===== src/rtl/sw_input_pkg.sv =====
// Register map and CTRL bit positions shared by the switch input peripheral.
package sw_input_pkg;

  typedef enum logic [1:0] {
    REG_CTRL  = 2'd0,
    REG_STATE = 2'd1,
    REG_EDGE  = 2'd2,
    REG_MASK  = 2'd3
  } reg_off_e;

  localparam int CTRL_EN      = 0;
  localparam int CTRL_IRQ_EN  = 1;
  localparam int CTRL_RISE_EN = 2;
  localparam int CTRL_FALL_EN = 3;
  localparam int CTRL_W       = 4;

endpackage


===== src/rtl/sw_debounce.sv =====
// One input line: 2-FF synchroniser, tick-driven debounce counter and accepted level,
// with single-cycle rise/fall indications in the clock the level changes.
module sw_debounce #(
  parameter int DB_SAMPLES = 4
) (
  input  logic clk,
  input  logic rst_n,
  input  logic en,
  input  logic tick,
  input  logic sw,
  output logic level,
  output logic rise,
  output logic fall
);

  localparam int                CNT_W   = $clog2(DB_SAMPLES);
  localparam logic [CNT_W-1:0]  CNT_MAX = CNT_W'(DB_SAMPLES - 1);

  logic             sync_p0;
  logic             sync_p1;
  logic [CNT_W-1:0] cnt;
  logic             differ;
  logic             accept;

  assign differ = (sync_p1 != level);
  assign accept = en && tick && differ && (cnt == CNT_MAX);
  assign rise   = accept && sync_p1;
  assign fall   = accept && !sync_p1;

  always_ff @(posedge clk or negedge rst_n) begin
    if (!rst_n) begin
      sync_p0 <= 1'b0;
      sync_p1 <= 1'b0;
      cnt     <= '0;
      level   <= 1'b0;
    end else begin
      sync_p0 <= sw;
      sync_p1 <= sync_p0;
      // Disabled: counter parked at zero so re-enabling always needs a full run of ticks.
      if (!en) begin
        cnt <= '0;
      end else if (tick) begin
        if (!differ) begin
          cnt <= '0;
        end else if (cnt == CNT_MAX) begin
          cnt   <= '0;
          level <= sync_p1;
        end else begin
          cnt <= cnt + 1'b1;
        end
      end
    end
  end

endmodule


===== src/rtl/switch_input_ctrl.sv =====
// Memory-mapped switch input block: register file, shared sample prescaler,
// per-line debouncers, sticky edge flags and level interrupt.
module switch_input_ctrl
  import sw_input_pkg::*;
#(
  parameter int N_IN       = 32,
  parameter int SAMPLE_DIV = 1000,
  parameter int DB_SAMPLES = 4
) (
  input  logic            clk,
  input  logic            rst_n,
  input  logic [1:0]      addr_i,
  input  logic [31:0]     write_data,
  input  logic            write_en,
  output logic [31:0]     read_data,
  input  logic [N_IN-1:0] sw_i,
  output logic            irq_o
);

  localparam int               PRE_W   = $clog2(SAMPLE_DIV);
  localparam logic [PRE_W-1:0] PRE_MAX = PRE_W'(SAMPLE_DIV - 1);

  logic [CTRL_W-1:0] ctrl;
  logic [N_IN-1:0]   state;
  logic [N_IN-1:0]   edge_flags;
  logic [N_IN-1:0]   mask;
  logic [N_IN-1:0]   rise;
  logic [N_IN-1:0]   fall;
  logic [N_IN-1:0]   edge_set;
  logic [N_IN-1:0]   edge_clr;
  logic [PRE_W-1:0]  pre_cnt;
  logic              tick;
  logic              wr_ctrl;
  logic              wr_edge;
  logic              wr_mask;

  assign tick = ctrl[CTRL_EN] && (pre_cnt == PRE_MAX);

  always_ff @(posedge clk or negedge rst_n) begin
    if (!rst_n) begin
      pre_cnt <= '0;
    end else if (!ctrl[CTRL_EN] || pre_cnt == PRE_MAX) begin
      pre_cnt <= '0;
    end else begin
      pre_cnt <= pre_cnt + 1'b1;
    end
  end

  for (genvar i = 0; i < N_IN; i++) begin : g_line
    sw_debounce #(.DB_SAMPLES(DB_SAMPLES)) u_db (
      .clk   (clk),
      .rst_n (rst_n),
      .en    (ctrl[CTRL_EN]),
      .tick  (tick),
      .sw    (sw_i[i]),
      .level (state[i]),
      .rise  (rise[i]),
      .fall  (fall[i])
    );
  end

  assign wr_ctrl  = write_en && (addr_i == REG_CTRL);
  assign wr_edge  = write_en && (addr_i == REG_EDGE);
  assign wr_mask  = write_en && (addr_i == REG_MASK);
  assign edge_set = (rise & {N_IN{ctrl[CTRL_RISE_EN]}}) | (fall & {N_IN{ctrl[CTRL_FALL_EN]}});
  assign edge_clr = wr_edge ? write_data[N_IN-1:0] : '0;

  // Clear is applied before set so a new edge in the same clock as a W1C survives.
  always_ff @(posedge clk or negedge rst_n) begin
    if (!rst_n) begin
      ctrl       <= '0;
      mask       <= '0;
      edge_flags <= '0;
      irq_o      <= 1'b0;
    end else begin
      if (wr_ctrl) ctrl <= write_data[CTRL_W-1:0];
      if (wr_mask) mask <= write_data[N_IN-1:0];
      edge_flags <= (edge_flags & ~edge_clr) | edge_set;
      irq_o      <= ctrl[CTRL_IRQ_EN] && |(edge_flags & mask);
    end
  end

  always_comb begin
    read_data = '0;
    case (addr_i)
      REG_CTRL:  read_data = 32'(ctrl);
      REG_STATE: read_data = 32'(state);
      REG_EDGE:  read_data = 32'(edge_flags);
      REG_MASK:  read_data = 32'(mask);
      default:   read_data = '0;
    endcase
  end

endmodule


===== config.mk =====
export PLATFORM = sky130hd
export DESIGN_NAME = switch_input_ctrl
export DESIGN_NICKNAME = d
export VERILOG_FILES = /design/src/rtl/sw_input_pkg.sv /design/src/rtl/sw_debounce.sv /design/src/rtl/switch_input_ctrl.sv
export SDC_FILE = /design/constraint.sdc
export NUM_CORES = 1
export LEC_CHECK = 0
export ABC_AREA = 1
export BUFFER_PORTS_ARGS = -buffer_cell sky130_fd_sc_hd__buf_2
export CAP_MARGIN = 20
export CELL_PAD_IN_SITES_DETAIL_PLACEMENT = 0
export CELL_PAD_IN_SITES_GLOBAL_PLACEMENT = 2
export CORE_MARGIN = 5
export CORE_UTILIZATION = 39
export DETAILED_ROUTE_END_ITERATION = 7
export PLACE_DENSITY_LB_ADDON = 0.05
export SLEW_MARGIN = 20
export SYNTH_ARGS = -nofsm -noshare
export SYNTH_HDL_FRONTEND = slang
export SYNTH_SLANG_ARGS = --single-unit

===== constraint.sdc =====
create_clock -name clk -period 2.1 [get_ports clk]
set_input_delay 0.315 -clock clk [delete_from_list [all_inputs] [get_ports clk]]
set_output_delay 0.315 -clock clk [all_outputs]
set_load 0.02 [all_outputs]

==> run summary, run 1 <==
Worst-path clk slew: 50 ps
Synthesized area: 0.0108 mm²
Clk root buf: clkbuf_16
Area growth syn-to-layout: 22.0%
Avg WL per Cell: 16.2 µm
Synth top area share: 0.552
Crit Path Max Fanout: 33
Worst-case vdd ir drop: 0.548 mV
Mapped Cells: 1,235
CTS sink count: 239
NumNets Final: 1,483
Top cells by count, synth: nand2_1 (335), dfrtp_1 (239), o21ai_0 (164)
Syn Area/Cell: 8.78 µm²
H-tree levels: 1
Die X-Extent: 177 µm
Synth Register Bits: 239
Required time worst endpoint: 1780 ps
R2r startpoint: pre_cnt[0]$_DFF_PN0_
CTS tree: built
Total grt overflow: 0
Fin crit share: 0.940
DP Area: 0.0120 mm²
Antenna violations before repair: 0
Pin count of the biggest net entering global routing: 68
CTS buffer count: 29
Initial Util: 0.392
Syn Nets: 1,337
Worst r2r dst: g_line[29].u_db.cnt[1]$_DFFE_PN0P_
Arr. time, crit path: 1660 ps
Total core area: 0.0276 mm²
Antenna-violating nets left: 0
Critical path type: flop to output pin
CTS Buffer Depth: 3
FF-to-FF path depth: 7
Ys flop type: dfrtp_1
Post-CTS Setup Inserts: 0
Post-Route Skew: 22.0 ps
Clk_lat worst skew: 550 ps
Ranking of synthesized cells by area: dfrtp_1 (55%), nand2_1 (12%), o21ai_0 (7.6%)
Max Fclk: 0.507 GHz
Final setup fails: 0
Hold Path Depth: 3
Count of final max-slew check failures: 0
TritonRoute pass-1 iters: 6
Pwr dens: 814 mW/mm²
Buffers on Ports: 101
Worst Hold Class: primary input to flop
Netlist cell types: 26
Drt total wl: 28,800 µm
Worst-Margin Slew: 576 ps
Synth area leader: dfrtp_1
First-pass GRT wire length: 47,000 µm
Power Total: 10,800 µW
GRT Total Usage: 0.187
Routed vias/inst: 4.81
Max-Cap Viols: 0
Die ar.: 0.0312 mm²
Diodes inserted: 0
Worst Hold End: mask[5]$_DFFE_PN0P_
RSZ-0062 raised after global routing: no
Post-route minimum period: 1970 ps
Io pins: 102
Slew headroom: 0.616
Async S/R FF share, synth: 1.00
Hpwl dp: 18,300 µm
DR vias: 8,559
Crit path capture type: output pin
Crit path launch type: flop
Drt drc: 0
Setup TNS: 0 ps
Seq/Total Area, Yosys: 0.552
Rows: 61
Post-synth EDFFs: 0
Status: finished clean
Die height: 177 µm
Routability-driven placement congestion ratio: 0.766
Drt first-iter violations: 460
Vias in the first global route: 8,589
Share of layout cells above drive strength 1: 0.150
Flop-to-flop setup slack: 390 ps
LEAKAGE: 0.00637 µW
Number of synthesis warnings: 0
Hold Startpoint: write_data[5]
Endpoints failing hold: 0
Count leader, synth: nand2_1
Post-route cell area: 0.0132 mm²
-- cell usage in the layout, fill, tap and decap left out, types with 10 or more instances in the layout --
master	instances
buf_2	100
inv_1	78
xor2_1	34
o211ai_1	28
nor2_1	93
ha_1	33
nor2_2	29
nand2_1	333
buf_4	18
nand3_1	133
o21ai_0	164
dfrtp_1	238
buf_12	10
clkbuf_16	30
dlygate4sd3_1	33
-- metrics by stage --
stage           util  hold slack (ps)  setup slack [ps]  cells
2_1_floorplan      -             19.4               578   1235
3_3_place_gp   0.433              332               332   1694
3_5_place_dp   0.433              332               306   1694
4_1_cts        0.478             24.6              4.03   1779
5_1_grt        0.479             51.1              11.6   1780
6_report       0.479             44.0               126   1780
-- layer usage --
metal,wire length [µm],track usage,up-vias
met5,0,0,-
met2,13200,0.301,150
met4,425,0.0322,0
met1,14100,0.273,4048
li1,-,-,4332
met3,1110,0.0256,29
-- cell families after synthesis --
kind of cell    share of synthesized area
simple gates                        0.235
flops                               0.552
compound gates                     0.0991
buf+inv                            0.0478
xor+xnor                           0.0283
fa+ha+maj                          0.0381
-- how the worst max path moves through the flow --
stage	cells past startpoint	to	slack (ps)	startpoint
after detailed placement	7	read_data[3]	310	addr_i[0]
after global routing	4	read_data[0]	10	ctrl[0]$_DFFE_PN0P_
final	4	read_data[0]	130	ctrl[0]$_DFFE_PN0P_
after floorplan	5	read_data[0]	580	ctrl[0]$_DFFE_PN0P_
after global placement	7	read_data[3]	330	addr_i[0]
after CTS	4	read_data[0]	4	ctrl[0]$_DFFE_PN0P_
-- worst max-delay path, cell delays in order, from the launching register on --
cell and delay (ps):
dfrtp_2 530, buf_16 250, nand2_1 80, nand4_1 90, buf_2 160
-- timing repair --
action / in CTS / in global routing
endpoints found under the hold margin: 88 / 0
resized for setup: 0 / 1
hold buffers: 33 / 0
endpoints found under the setup margin: 0 / 1
-- final cells by class --
cell class | count | area [µm²]
multi-input cells | 868 | 4350
inverters | 79 | 297
clock inverters | 9 | 70.1
flip-flops and latches | 239 | 5980
well taps | 378 | 473
clock buffers | 43 | 828
fillers | 2746 | 14400
repair buffers | 164 | 1230
-- flip-flops by register name, summed over array words and instances, names as in the netlist --
| name | flops |
|---|---|
| edge_flags | 32 |
| ctrl | 4 |
| g_line.u_db.sync_p0 | 32 |
| mask | 32 |
| g_line.u_db.cnt | 64 |
| pre_cnt | 10 |
| g_line.u_db.sync_p1 | 32 |
| irq_o | 1 |
| g_line.u_db.level | 32 |
-- power by group --
group          switching (µW)  leakage, µW  internal [µW]
Sequential                186      0.00313           4830
Clock                    1900     0.000449           2820
Combinational             681      0.00279            356
(Power assumes the default switching activity.)
==> inputs of run 2 (changes only) <==
- CORE_ASPECT_RATIO: unset -> 1.75
==> run summary, run 2 (synthesis gave the netlist of run 1 again) <==
Status: finished clean
Slowest cell on the critical path: dfrtp_2
Largest reg by FF count: g_line.u_db.cnt
Max-Cap Viols: 0
Buffers on Ports: 101
Worst r2r dst: g_line[5].u_db.cnt[1]$_DFFE_PN0P_
LEAKAGE: 0.00628 µW
Die X-Extent: 136 µm
Pwr dens: 799 mW/mm²
Largest register FFs: 64
TritonRoute pass-1 iters: 4
CTS sink count: 239
Final Non-Filler Cells: 1,761
Crit path capture type: output pin
Antenna-violating nets left: 0
Count of final max-slew check failures: 0
Buf/Inv on CP: 1
Rows: 80
Avg WL per Cell: 16.4 µm
Post-route minimum period: 1780 ps
Antenna violations before repair: 0
Die height: 231 µm
Clk root buf: clkbuf_16
Fillers: 2,707
Switching share of power: 0.260
Setup crit end: read_data[0]
Drt total wl: 28,900 µm
NumNets Final: 1,475
Routed vias/inst: 4.89
Logic pwr share: 0.094
CP top delay family: flip-flops
H-tree levels: 1
Number of instances in the placed design: 1,682
Crit path launch type: flop
Fin crit share: 0.848
Io pins: 102
Initial Util: 0.397
Endpoints failing hold: 0
Crit Path Max Fanout: 14
CP Launch Point: ctrl[0]$_DFFE_PN0P_
Pin count of the biggest net entering global routing: 71
Hold Startpoint: write_data[8]
CP peak stage delay: 520 ps
Worst-Margin Slew: 478 ps
Arr. time, crit path: 1470 ps
Max Fclk: 0.561 GHz
Die ar.: 0.0314 mm²
DR vias: 8,612
Hpwl dp: 19,000 µm
Worst Hold Class: primary input to flop
Worst-case vdd ir drop: 0.618 mV
Worst-path clk slew: 60 ps
Total grt overflow: 0
Internal cell power: 7720 µW
GRT Total Usage: 0.189
Setup TNS: 0 ps
Drt drc: 0
CTS buffer count: 25
Final setup fails: 0
Clock power share: 0.426
Slew headroom: 0.681
Most frequent cells in the layout: nand2_1 (333), dfrtp_1 (238), o21ai_0 (164)
Post-CTS Resized: 0
Flop-to-flop setup slack: 360 ps
Critical path type: flop to output pin
Drt first-iter violations: 387
Seq pwr share: 0.480
FF-to-FF path depth: 7
Share of layout cells above drive strength 1: 0.147
Worst-path cell chain: nand2_1, nand4_1, buf_2
Psw: 2710 µW
Post-Route Skew: 17.7 ps
Most common cell after layout, fill and taps aside: nand2_1
Required time worst endpoint: 1780 ps
CTS Buffer Depth: 3
Clk_lat worst skew: 540 ps
Routability-driven placement congestion ratio: 0.723
Diodes inserted: 0
CTS tree: built
Vias in the first global route: 8,976
Area growth syn-to-layout: 20.4%
RSZ-0062 raised after global routing: no
Stages on worst setup path: 3
R2r startpoint: pre_cnt[0]$_DFF_PN0_
First-pass GRT wire length: 47,500 µm
Total core area: 0.0273 mm²
run 2: worst min path at each step:
stage               slack (ps)  cells after the start                 endpoint
global route                50                      3      mask[7]$_DFFE_PN0P_
global placement           210                      1  edge_flags[1]$_DFF_PN0_
detailed placement         210                      1  edge_flags[1]$_DFF_PN0_
floorplan                   20                      0      ctrl[0]$_DFFE_PN0P_
finish                      50                      3      mask[8]$_DFFE_PN0P_
CTS                         20                      3     mask[16]$_DFFE_PN0P_
run 2: through the flow:
stage	total power [µW]	instance area [µm²]	hold slack, ps	util	setup WS [ps]
final	10400	13100	52.0	0.478	318
after global routing	10900	13100	54.9	0.478	214
after CTS	10600	13100	21.7	0.478	252
after detailed placement	6050	11900	209	0.436	260
after global placement	6050	11900	211	0.436	261
after floorplan	5540	10800	19.4	-	578
run 2: repair_timing:
item                                    CTS  global route
hold buffers                             33             0
endpoints found under the setup margin    0             0
buffers inserted                          0             0
endpoints found under the hold margin    62             0
run 2: layout make-up:
class,instances,area (µm²),area share
Sequential cell,239,5980,0.458
Multi-Input combinational cell,868,4360,0.334
Timing Repair Buffer,160,1140,0.0874
Clock buffer,37,741,0.0567
Tap cell,369,462,0.0354
Inverter,79,297,0.0227
Clock inverter,9,77.6,0.00594
run 2: layer usage:
metal / wire length [µm] / share of wire / global-route usage / vias to the layer above
met4: 570 / 0.020 / 0.0454 / 0
met5: 0 / 0 / 0 / -
met2: 15200 / 0.53 / 0.350 / 131
li1: - / - / - / 4311
met3: 979 / 0.034 / 0.0253 / 39
met1: 12200 / 0.42 / 0.231 / 4131
run 2: power groups by stage:
stage	Combinational [µW]	Clock, µW	Sequential [µW]
finish	980	4450	5010
floorplan	500	0	5030
detailed placement	958	0	5090
global placement	953	0	5090
CTS	1010	4610	5010
global route	1110	4770	5040
run 2: worst reg2reg max path, stage by stage (launching register included):
cell     delay, ps
dfrtp_1        380
ha_1           190
nand2_1        120
nor2_2         210
nand2_2        270
buf_4          300
nand3_1         80
o21ai_0         80
